## config.mk

```make
export PLATFORM = sky130hd
export DESIGN_NAME = sound_tone_generator
export DESIGN_NICKNAME = d
export VERILOG_FILES = /design/src/rtl/sound_tone_generator.sv
export SDC_FILE = /design/constraint.sdc
export NUM_CORES = 1
export LEC_CHECK = 0
export BUFFER_PORTS_ARGS = -buffer_cell sky130_fd_sc_hd__buf_4
export CORE_UTILIZATION = 31
export DETAILED_ROUTE_END_ITERATION = 10
export GPL_TIMING_DRIVEN = 0
export PLACE_DENSITY = 0.46
export SYNTH_ARGS = -nofsm -noshare
export SYNTH_HDL_FRONTEND = slang
export SYNTH_SLANG_ARGS = --single-unit
```

## constraint.sdc

```tcl
create_clock -name clk -period 2.2 [get_ports clk]
set_input_delay 0 -clock clk [delete_from_list [all_inputs] [get_ports clk]]
set_output_delay 0 -clock clk [all_outputs]
set_load 0.03 [all_outputs]
```

## src/rtl/sound_tone_generator.sv

```systemverilog
// Square-wave tone engine driven by the sound sequencer. It turns a note code into
// PCM samples, switches notes only at half-period boundaries, and hands samples over valid/ready.
module sound_tone_generator #(
  parameter int unsigned                CLK_FREQ_HZ = 50_000_000,
  parameter int unsigned                SAMPLE_DIV  = 1042,
  parameter int unsigned                SAMPLE_W    = 16,
  parameter logic signed [SAMPLE_W-1:0] AMPLITUDE   = 16'sh2000
) (
  input  logic                       clk,
  input  logic                       resetN,
  input  logic [3:0]                 sound,
  input  logic                       sound_enable,
  input  logic                       turbo_enable,
  output logic signed [SAMPLE_W-1:0] sample,
  output logic                       sample_valid,
  input  logic                       sample_ready,
  output logic                       playing,
  output logic                       overrun,
  input  logic                       clear_overrun
);

  localparam int unsigned       TICK_W    = (SAMPLE_DIV > 1) ? $clog2(SAMPLE_DIV) : 1;
  localparam logic [TICK_W-1:0] TICK_LAST = TICK_W'(SAMPLE_DIV - 1);

  function automatic logic [15:0] note_freq(input logic [3:0] code);
    case (code)
      4'd1:    note_freq = 16'd262;
      4'd2:    note_freq = 16'd294;
      4'd3:    note_freq = 16'd330;
      4'd4:    note_freq = 16'd349;
      4'd5:    note_freq = 16'd392;
      4'd6:    note_freq = 16'd440;
      4'd7:    note_freq = 16'd494;
      4'd8:    note_freq = 16'd523;
      4'd9:    note_freq = 16'd587;
      4'd10:   note_freq = 16'd659;
      4'd11:   note_freq = 16'd698;
      4'd12:   note_freq = 16'd784;
      4'd13:   note_freq = 16'd880;
      4'd14:   note_freq = 16'd988;
      4'd15:   note_freq = 16'd1047;
      default: note_freq = 16'd0;
    endcase
  endfunction

  // Code 0 is silence and never loads the counter, so its entry stays 0.
  function automatic logic [15:0][23:0] build_half_table();
    logic [15:0][23:0] tbl;
    int unsigned       f;
    for (int i = 0; i < 16; i++) begin
      f = 32'(note_freq(4'(i)));
      if (f == 32'd0) begin
        tbl[i] = 24'd0;
      end else begin
        tbl[i] = 24'(CLK_FREQ_HZ / (32'd2 * f));
      end
    end
    return tbl;
  endfunction

  localparam logic [15:0][23:0] HALF_TABLE = build_half_table();

  typedef enum logic {
    IDLE = 1'b0,
    PLAY = 1'b1
  } state_t;

  state_t                     state_q;
  logic [23:0]                cnt_q;
  logic                       level_q;
  logic                       playing_q;
  logic [TICK_W-1:0]          tick_q, tick_d;
  logic signed [SAMPLE_W-1:0] sample_q, sample_d;
  logic                       valid_q, valid_d;
  logic                       overrun_q, overrun_d;

  logic                       req_s;
  logic                       tick_s;
  logic [23:0]                reload_s;
  logic signed [SAMPLE_W-1:0] inst_s;

  // Request decode and reload value taken from the inputs at the moment they are latched.
  always_comb begin
    req_s = sound_enable && (sound != 4'd0);
    if (turbo_enable) begin
      reload_s = (HALF_TABLE[sound] >> 1) - 24'd1;
    end else begin
      reload_s = HALF_TABLE[sound] - 24'd1;
    end
  end

  // Tone FSM: inputs are re-sampled only when the half-period counter expires.
  always_ff @(posedge clk or negedge resetN) begin
    if (!resetN) begin
      state_q   <= IDLE;
      cnt_q     <= 24'd0;
      level_q   <= 1'b1;
      playing_q <= 1'b0;
    end else begin
      case (state_q)
        IDLE: begin
          if (req_s) begin
            state_q   <= PLAY;
            cnt_q     <= reload_s;
            level_q   <= 1'b1;
            playing_q <= 1'b1;
          end
        end
        PLAY: begin
          if (cnt_q == 24'd0) begin
            if (req_s) begin
              level_q <= ~level_q;
              cnt_q   <= reload_s;
            end else begin
              level_q   <= 1'b1;
              state_q   <= IDLE;
              playing_q <= 1'b0;
            end
          end else begin
            cnt_q <= cnt_q - 24'd1;
          end
        end
        default: begin
          state_q   <= IDLE;
          cnt_q     <= 24'd0;
          level_q   <= 1'b1;
          playing_q <= 1'b0;
        end
      endcase
    end
  end

  // Sample ticker plus output register handshake; an overwrite beats a simultaneous clear.
  always_comb begin
    inst_s = '0;
    if (state_q == PLAY) begin
      if (level_q) begin
        inst_s = AMPLITUDE;
      end else begin
        inst_s = -AMPLITUDE;
      end
    end else begin
      inst_s = '0;
    end

    tick_s = (tick_q == TICK_LAST);
    if (tick_s) begin
      tick_d = '0;
    end else begin
      tick_d = tick_q + TICK_W'(1);
    end

    sample_d = sample_q;
    if (tick_s) begin
      sample_d = inst_s;
      valid_d  = 1'b1;
    end else if (valid_q && sample_ready) begin
      valid_d  = 1'b0;
    end else begin
      valid_d  = valid_q;
    end

    if (tick_s && valid_q && !sample_ready) begin
      overrun_d = 1'b1;
    end else if (clear_overrun) begin
      overrun_d = 1'b0;
    end else begin
      overrun_d = overrun_q;
    end
  end

  // Sample path registers.
  always_ff @(posedge clk or negedge resetN) begin
    if (!resetN) begin
      tick_q    <= '0;
      sample_q  <= '0;
      valid_q   <= 1'b0;
      overrun_q <= 1'b0;
    end else begin
      tick_q    <= tick_d;
      sample_q  <= sample_d;
      valid_q   <= valid_d;
      overrun_q <= overrun_d;
    end
  end

  assign sample       = sample_q;
  assign sample_valid = valid_q;
  assign playing      = playing_q;
  assign overrun      = overrun_q;

endmodule

```

==> results of run 1 <==
worst reg2reg max path: stages, from the launching register on:
cell and delay [ns]:
dfrtp_1 0.40, inv_2 0.10, ha_4 0.15, nor3b_4 0.26
nand3_1 0.17, or3_1 0.39, nor3_1 0.31, nand2_1 0.13
a21oi_1 0.16, nor2_1 0.05, a221oi_1 0.20
per-stage QoR:
stage                     setup slack [ns]  TNS (ns)  utilization, %
final                               -0.572     -3.14            45.2
after detailed placement             -1.29    -15.24            36.2
after global placement               -1.26    -14.84            36.2
after global routing                -0.670     -4.94            45.2
after floorplan                     -0.582     -2.41               -
after CTS                           -0.650     -3.50            42.0
power groups by stage:
stage / sequential (uW) / combinational [uW] / clock [uW]
CTS: 1040 / 1050 / 733
global route: 1060 / 1330 / 761
global placement: 1070 / 819 / 0
floorplan: 1030 / 638 / 0
detailed placement: 1070 / 826 / 0
finish: 1040 / 1220 / 703
timing repair:
item / CTS / global route
buffers inserted: 35 / 25
pin swaps: 30 / 40
hold endpoints to repair: 41 / 0
setup endpoints to repair: 27 / 26
gates resized for setup: 76 / 51
cloned: 1 / 1
hold buffers: 1 / 0
cell families (layout without fill, tap and decap cells):
kind of cell             count (synthesis)  after routing  synth area share, %
other                                    1             13               0.0955
buffers and inverters                   61            141                 8.12
adder cells (fa/ha/maj)                 13             13                 4.14
flip-flops                              42             42                 26.8
AO/OA/AOI/OAI                          140            140                 23.8
XOR/XNOR                                22             22                 4.91
AND/OR/NAND/NOR                        190            190                 25.1
multiplexers                            17             17                 7.04
final timing paths:
check,to,cells past startpoint,slack [ns]
worst max-delay path,cnt_q[10]$_DFF_PN0_,20,-0.57
max in group asynchronous,cnt_q[3]$_DFF_PN0_,2,1.56
min in group asynchronous,state_q$_DFF_PN0_,2,0.24
worst min-delay path,overrun$_DFFE_PN0P_,3,0.005
worst min register to register,tick_q[0]$_DFF_PN0_,1,0.49
worst max register to register,cnt_q[14]$_DFF_PN0_,10,-0.21
synthesized netlist by cell type, types with 3 or more instances:
library cell / instances
a211o_1: 5
a211oi_1: 5
a21boi_0: 5
a21o_1: 3
a21oi_1: 29
a221oi_1: 3
a22o_1: 3
a22oi_1: 3
a31oi_1: 6
and2_1: 7
buf_1: 3
buf_2: 4
buf_4: 18
clkbuf_1: 12
dfrtp_1: 41
ha_1: 13
inv_1: 15
inv_2: 5
mux2i_1: 6
mux4_2: 8
nand2_1: 39
nand2b_1: 10
nand3_1: 19
nand4_1: 5
nor2_1: 52
nor2b_1: 7
nor3_1: 16
nor3b_1: 3
nor4_1: 5
o211ai_1: 6
o21ai_0: 43
o21ai_1: 3
o31ai_1: 6
or3_1: 5
or4_1: 5
xnor2_1: 12
xor2_1: 10
per-layer routing:
layer / up-vias / GRT usage (%) / routed length [um]
met4: 0 / 8.23 / 302
met2: 69 / 34.0 / 6220
met1: 1913 / 23.1 / 5570
met3: 17 / 1.85 / 254
met5: - / 0 / 0
li1: 1925 / - / -
final cells by class:
| type | count | area (um^2) | area share, % |
|---|---|---|---|
| plain buffers | 37 | 320 | 5.83 |
| multi-input cells | 395 | 3020 | 55.0 |
| flip-flops and latches | 42 | 1050 | 19.2 |
| repair buffers | 75 | 643 | 11.7 |
| well taps | 168 | 210 | 3.83 |
| clock inverters | 2 | 10.0 | 0.182 |
| clock buffers | 5 | 125 | 2.28 |
| inverters | 22 | 111 | 2.03 |
flip-flops by register name, summed over array words and instances (netlist names):
signal	cells
level_q	1
overrun	1
playing	1
sample_valid	1
cnt_q	24
state_q	1
sample	2
tick_q	11
==> impl_metrics.csv, run 1 <==
group,metric,value,unit
status,status,"finished with violations",
status,violations,"negative setup slack",
min_path,hold_path_class,"input pin to register",
layout,n_antenna_cell,0,
die,die_x,115,um
synthesis,yosys_warnings,0,
power,intPower,1880,uW
layout,fillers,1216,
die,start_util,32.3,%
critical_path,required,2.37,ns
placement,dp.cells,679,
critical_path,critical_path.slowest_cell,"a311oi_4",
power,power,2970,uW
min_path,hold_start,"clear_overrun",
critical_path,startpoint,"sound[0]",
placement,place.gp.congestion,0.863,
die,fp.dieH,115,um
route,via_per_inst,5.26,
power,ir_worst_vdd,0.000297,V
critical_path,worst-path-max-fanout,4,
timing,clock.fmax,361,MHz
power,p_clk_share,23.7,%
synthesis,synth_edf_count,0,
critical_path,cp_cell_sequence,"buf_12, clkinvlp_4, ha_4, buf_8, nand2b_4, a21oi_2, a21o_1, mux2i_1, ha_2, buf_4, and2_4, a2bb2o_4, a311oi_4, nor4_4, buf_4, buf_4, buf_4, buf_6, nor3b_2, a21oi_1",
synthesis,syn_area,3930,um^2
critical_path,crit_type,"input pin to register",
critical_path,r2r-start,"cnt_q[0]$_DFF_PN0_",
timing,worst_pin_slew,0.960,ns
synthesis,synth_cell_type_count,76,
timing,final-hold-violation-count,0,
synthesis,syn_area_per_cell,8.08,um^2
route,drtIter0Drc,156,
grt,grt_max_degree,43,
grt,antenna_found_initial,0,
die,die-area,13100,um^2
timing,worst_slack,-0.572,ns
synthesis,async_flop_share,100,%
synthesis,synth-seq-cells,42,
layout,stdcell_count,746,
timing,fin_hold_ws,0.00471,ns
clock_tree,cts_buffer_depth,2,
placement,placed_cell_area,4400,um^2
layout,area_delta_synth_final,39.8,%
grt,overflow,0,
power,p_leak,0.00223,uW
grt,grt_pass1_wl,19.5,mm
grt,grt_pass1_vias,3830,
synthesis,netlist_instances,486,
route,vias,3924,
critical_path,cpPeakStageDelay,0.36,ns
timing,drv_slew,0,
synthesis,yosys-top-cells-area,"dfrtp_1 (26%), o21ai_0 (5.5%), nor2_1 (5.0%), mux4_2 (4.6%), ha_1 (4.1%)",
power,p_per_area,540,nW/um^2
timing,post-route-period-util,126,%
critical_path,cp_top_family,"buffers and inverters",
layout,drive_above_1_share,36.5,%
critical_path,cp_num_buf_inv,8,
critical_path,crit_top_cell,"buf_4",
clock_tree,clkTransAtPathRegs,0.06,ns
job,max-cap-violations,0,
clock_tree,clock-sinks,42,
placement,port_buffers,13,
grt,grtUsageTotal,19.0,%
timing,period_minus_slack,2.77,ns
synthesis,ys.flop_type,"dfrtp_1",
timing,setup_viol,12,
layout,stdcell_area,5490,um^2
clock_tree,cts_made_buffers,5,
die,rows,40,
clock_tree,cts_tree,"done",
clock_tree,clk-insertion-delay-late,0.29,ns
route,wl,12.4,mm
timing,slew_headroom,35.4,%
layout,nets,601,
clock_tree,cts_root_buf,"clkbuf_16",
critical_path,start_kind,"input pin",
critical_path,arrival,2.94,ns
layout,layout_commonest_cell,"buf_4",
route,drt_pass1_iterations,5,
power,p_sw_share,36.6,%
power,power_switching,1090,uW
timing,fin_skew,0.00411,ns
layout,final_cell_mix,"buf_4 (81), nor2_1 (45), dfrtp_1 (41), nand2_1 (35), o21ai_0 (31)",
clock_tree,htreeDepth,2,
power,combPwrFrac,41.1,%
synthesis,synth-seq-area-share,26.8,%
route,ant_nets,0,
die,coreArea,12200,um^2
synthesis,synth_top_area_share,26.1,%
placement,place_hpwl,8.56,mm
route,wl_per_cell,16.6,um
timing,rsz0062_at_grt,"yes",
die,boundaryPins,29,
power,seqPwrFrac,35.2,%
route,drc,0,
synthesis,yosysTopAreaCell,"dfrtp_1",
critical_path,endpoint_kind,"register",
(Power assumes the default switching activity.)
==> inputs of run 2 (changes only) <==
PLACE_DENSITY = unset   (was 0.46)
PLACE_DENSITY_LB_ADDON = 0.08   (was unset)
==> impl_metrics.csv, run 2 (synthesis results as in run 1) <==
group,metric,value,unit
job,max-cap-violations,0,
timing,worst_slack,-0.470,ns
route,drtIter0Drc,183,
power,p_leak,0.00228,uW
power,intPower,2040,uW
power,p_per_area,566,nW/um^2
critical_path,cpPeakStageDelay,0.35,ns
critical_path,crit_type,"input pin to register",
route,wl_per_cell,16.7,um
timing,drv_slew,0,
timing,rsz0062_at_grt,"yes",
layout,largest_reg_flops,24,
timing,fin_skew,0.00799,ns
layout,fillers,1196,
critical_path,crit_top_cell,"a21oi_2",
critical_path,critical_path.slowest_cell,"or3_4",
clock_tree,cts_tree,"done",
clock_tree,cts_root_buf,"clkbuf_16",
layout,layout_commonest_cell,"buf_4",
critical_path,start_kind,"input pin",
status,status,"finished with violations",
timing,setup_viol,17,
timing,post-route-period-util,121,%
die,rows,40,
die,boundaryPins,29,
power,power_switching,1130,uW
power,ir_worst_vdd,0.000275,V
timing,worst_pin_slew,0.857,ns
power,p_clk_share,26.7,%
timing,setup_tns,-2.86,ns
critical_path,arrival,2.85,ns
placement,dp.cells,679,
clock_tree,cts_made_buffers,5,
clock_tree,clkTransAtPathRegs,0.06,ns
critical_path,cp_top_family,"compound AO/OA/AOI/OAI gates",
route,drt_pass1_iterations,4,
min_path,hold_path_class,"input pin to register",
grt,grt_max_degree,43,
layout,n_antenna_cell,0,
grt,grt_pass1_wl,19.7,mm
layout,stdcell_area,5590,um^2
status,violations,"negative setup slack",
timing,clock.fmax,374,MHz
grt,grt_pass1_vias,3820,
die,start_util,32.3,%
timing,slew_headroom,42.4,%
route,via_per_inst,5.28,
clock_tree,htreeDepth,2,
grt,overflow,0,
clock_tree,clk-insertion-delay-late,0.29,ns
route,drc,0,
layout,drive_above_1_share,38.5,%
power,seqPwrFrac,33.2,%
layout,nets,601,
placement,place_hpwl,8.48,mm
placement,place.gp.congestion,0.829,
die,fp.dieH,115,um
power,p_sw_share,35.6,%
clock_tree,clock-sinks,42,
min_path,hold_start,"sample_ready",
grt,antenna_found_initial,0,
power,combPwrFrac,40.1,%
route,ant_nets,0,
route,vias,3947,
timing,final-hold-violation-count,0,
layout,regMostFlops,"cnt_q",
critical_path,startpoint,"sound[0]",
timing,period_minus_slack,2.67,ns
critical_path,r2r-start,"cnt_q[0]$_DFF_PN0_",
critical_path,required,2.38,ns
layout,stdcell_count,747,
layout,area_delta_synth_final,42.3,%
layout,final_cell_mix,"buf_4 (77), nor2_1 (45), dfrtp_1 (39), nand2_1 (34), o21ai_0 (24)",
critical_path,cp_cell_sequence,"buf_12, clkinvlp_4, ha_4, buf_8, nand2b_4, a21oi_2, a21o_1, a21oi_2, ha_2, nand4_1, o22ai_2, a311oi_4, nor4_4, nand3_2, or3_4, a211o_1",
grt,grtUsageTotal,19.4,%
critical_path,cp_num_buf_inv,3,
clock_tree,cts_buffer_depth,2,
critical_path,endpoint_kind,"register",
placement,port_buffers,13,
die,die-area,13100,um^2
die,coreArea,12200,um^2
critical_path,worst-path-max-fanout,6,
placement,placed_cell_area,4400,um^2
route,wl,12.5,mm
die,die_x,115,um
run 2: cell count changes in the layout (fill, tap and decap cells not counted), sizes merged:
| cell | delta |
|---|---|
| buf | -2 |
| bufinv | +1 |
| dlygate4sd3 | +1 |
| inv | +1 |
run 2: what timing repair did:
action,in CTS,in global routing
setup buffers,40,23
hold buffers,2,0
endpoints found under the setup margin,27,27
pin swaps,37,32
hold endpoints to repair,42,0
resized for setup,99,57
gates cloned,2,0
run 2: power groups by stage:
stage / Sequential (uW) / Clock (uW) / Combinational, uW
final: 1050 / 846 / 1270
after detailed placement: 1070 / 0 / 821
after global placement: 1070 / 0 / 818
after floorplan: 1030 / 0 / 638
after CTS: 1040 / 865 / 1070
after global routing: 1070 / 898 / 1380
run 2: worst register-to-register path: cells and delay by family, from the launching register on:
family / cells / cell delay [ns]
and+or+nand+nor: 6 / 1.33
DFF: 1 / 0.40
AOI/OAI and AO/OA: 2 / 0.32
adders and majority gates: 1 / 0.23
buffers and inverters: 1 / 0.10
run 2: routing by layer:
layer	routed length, um	part of all wire [%]	global-route usage [%]	vias to the layer above
met1	5640	45	24.3	1890
met3	370	3.0	2.12	28
met5	0	0	0	-
met2	6060	49	33.5	98
li1	-	-	-	1931
met4	414	3.3	8.92	0
run 2: worst paths after layout:
check                                            to  slack (ns)  cells after the start
min in group asynchronous       cnt_q[21]$_DFF_PN0_        0.23                      2
max in group asynchronous        cnt_q[5]$_DFF_PN0_        1.56                      2
max                             cnt_q[16]$_DFF_PN0_       -0.47                     16
min reg2reg                     overrun$_DFFE_PN0P_        0.49                      1
min                        sample_valid$_DFFE_PN0P_       0.005                      3
max reg2reg                     cnt_q[14]$_DFF_PN0_       -0.28                     10
run 2: stage by stage:
| stage | hold WS, ns | setup WS [ns] | util, % | total power (uW) |
|---|---|---|---|---|
| after floorplan | -0.296 | -0.582 | - | 1670 |
| after global placement | 0.0319 | -1.27 | 36.2 | 1890 |
| after detailed placement | 0.0329 | -1.33 | 36.2 | 1890 |
| after CTS | 0.000799 | -0.630 | 43.1 | 2980 |
| after global routing | 0.0151 | -0.579 | 46.0 | 3340 |
| final | 0.00493 | -0.470 | 46.0 | 3160 |
run 2: cell type report:
cell class | instances | area, um^2 | area share (%)
multi-input combinational | 395 | 3070 | 54.9
sequential | 42 | 1050 | 18.9
timing repair buffer | 74 | 636 | 11.4
buffer | 37 | 337 | 6.02
tap | 168 | 210 | 3.76
clock buffer | 5 | 125 | 2.24
inverter | 22 | 109 | 1.95
clock inverter | 3 | 40.0 | 0.716
timing repair inverter | 1 | 11.3 | 0.201
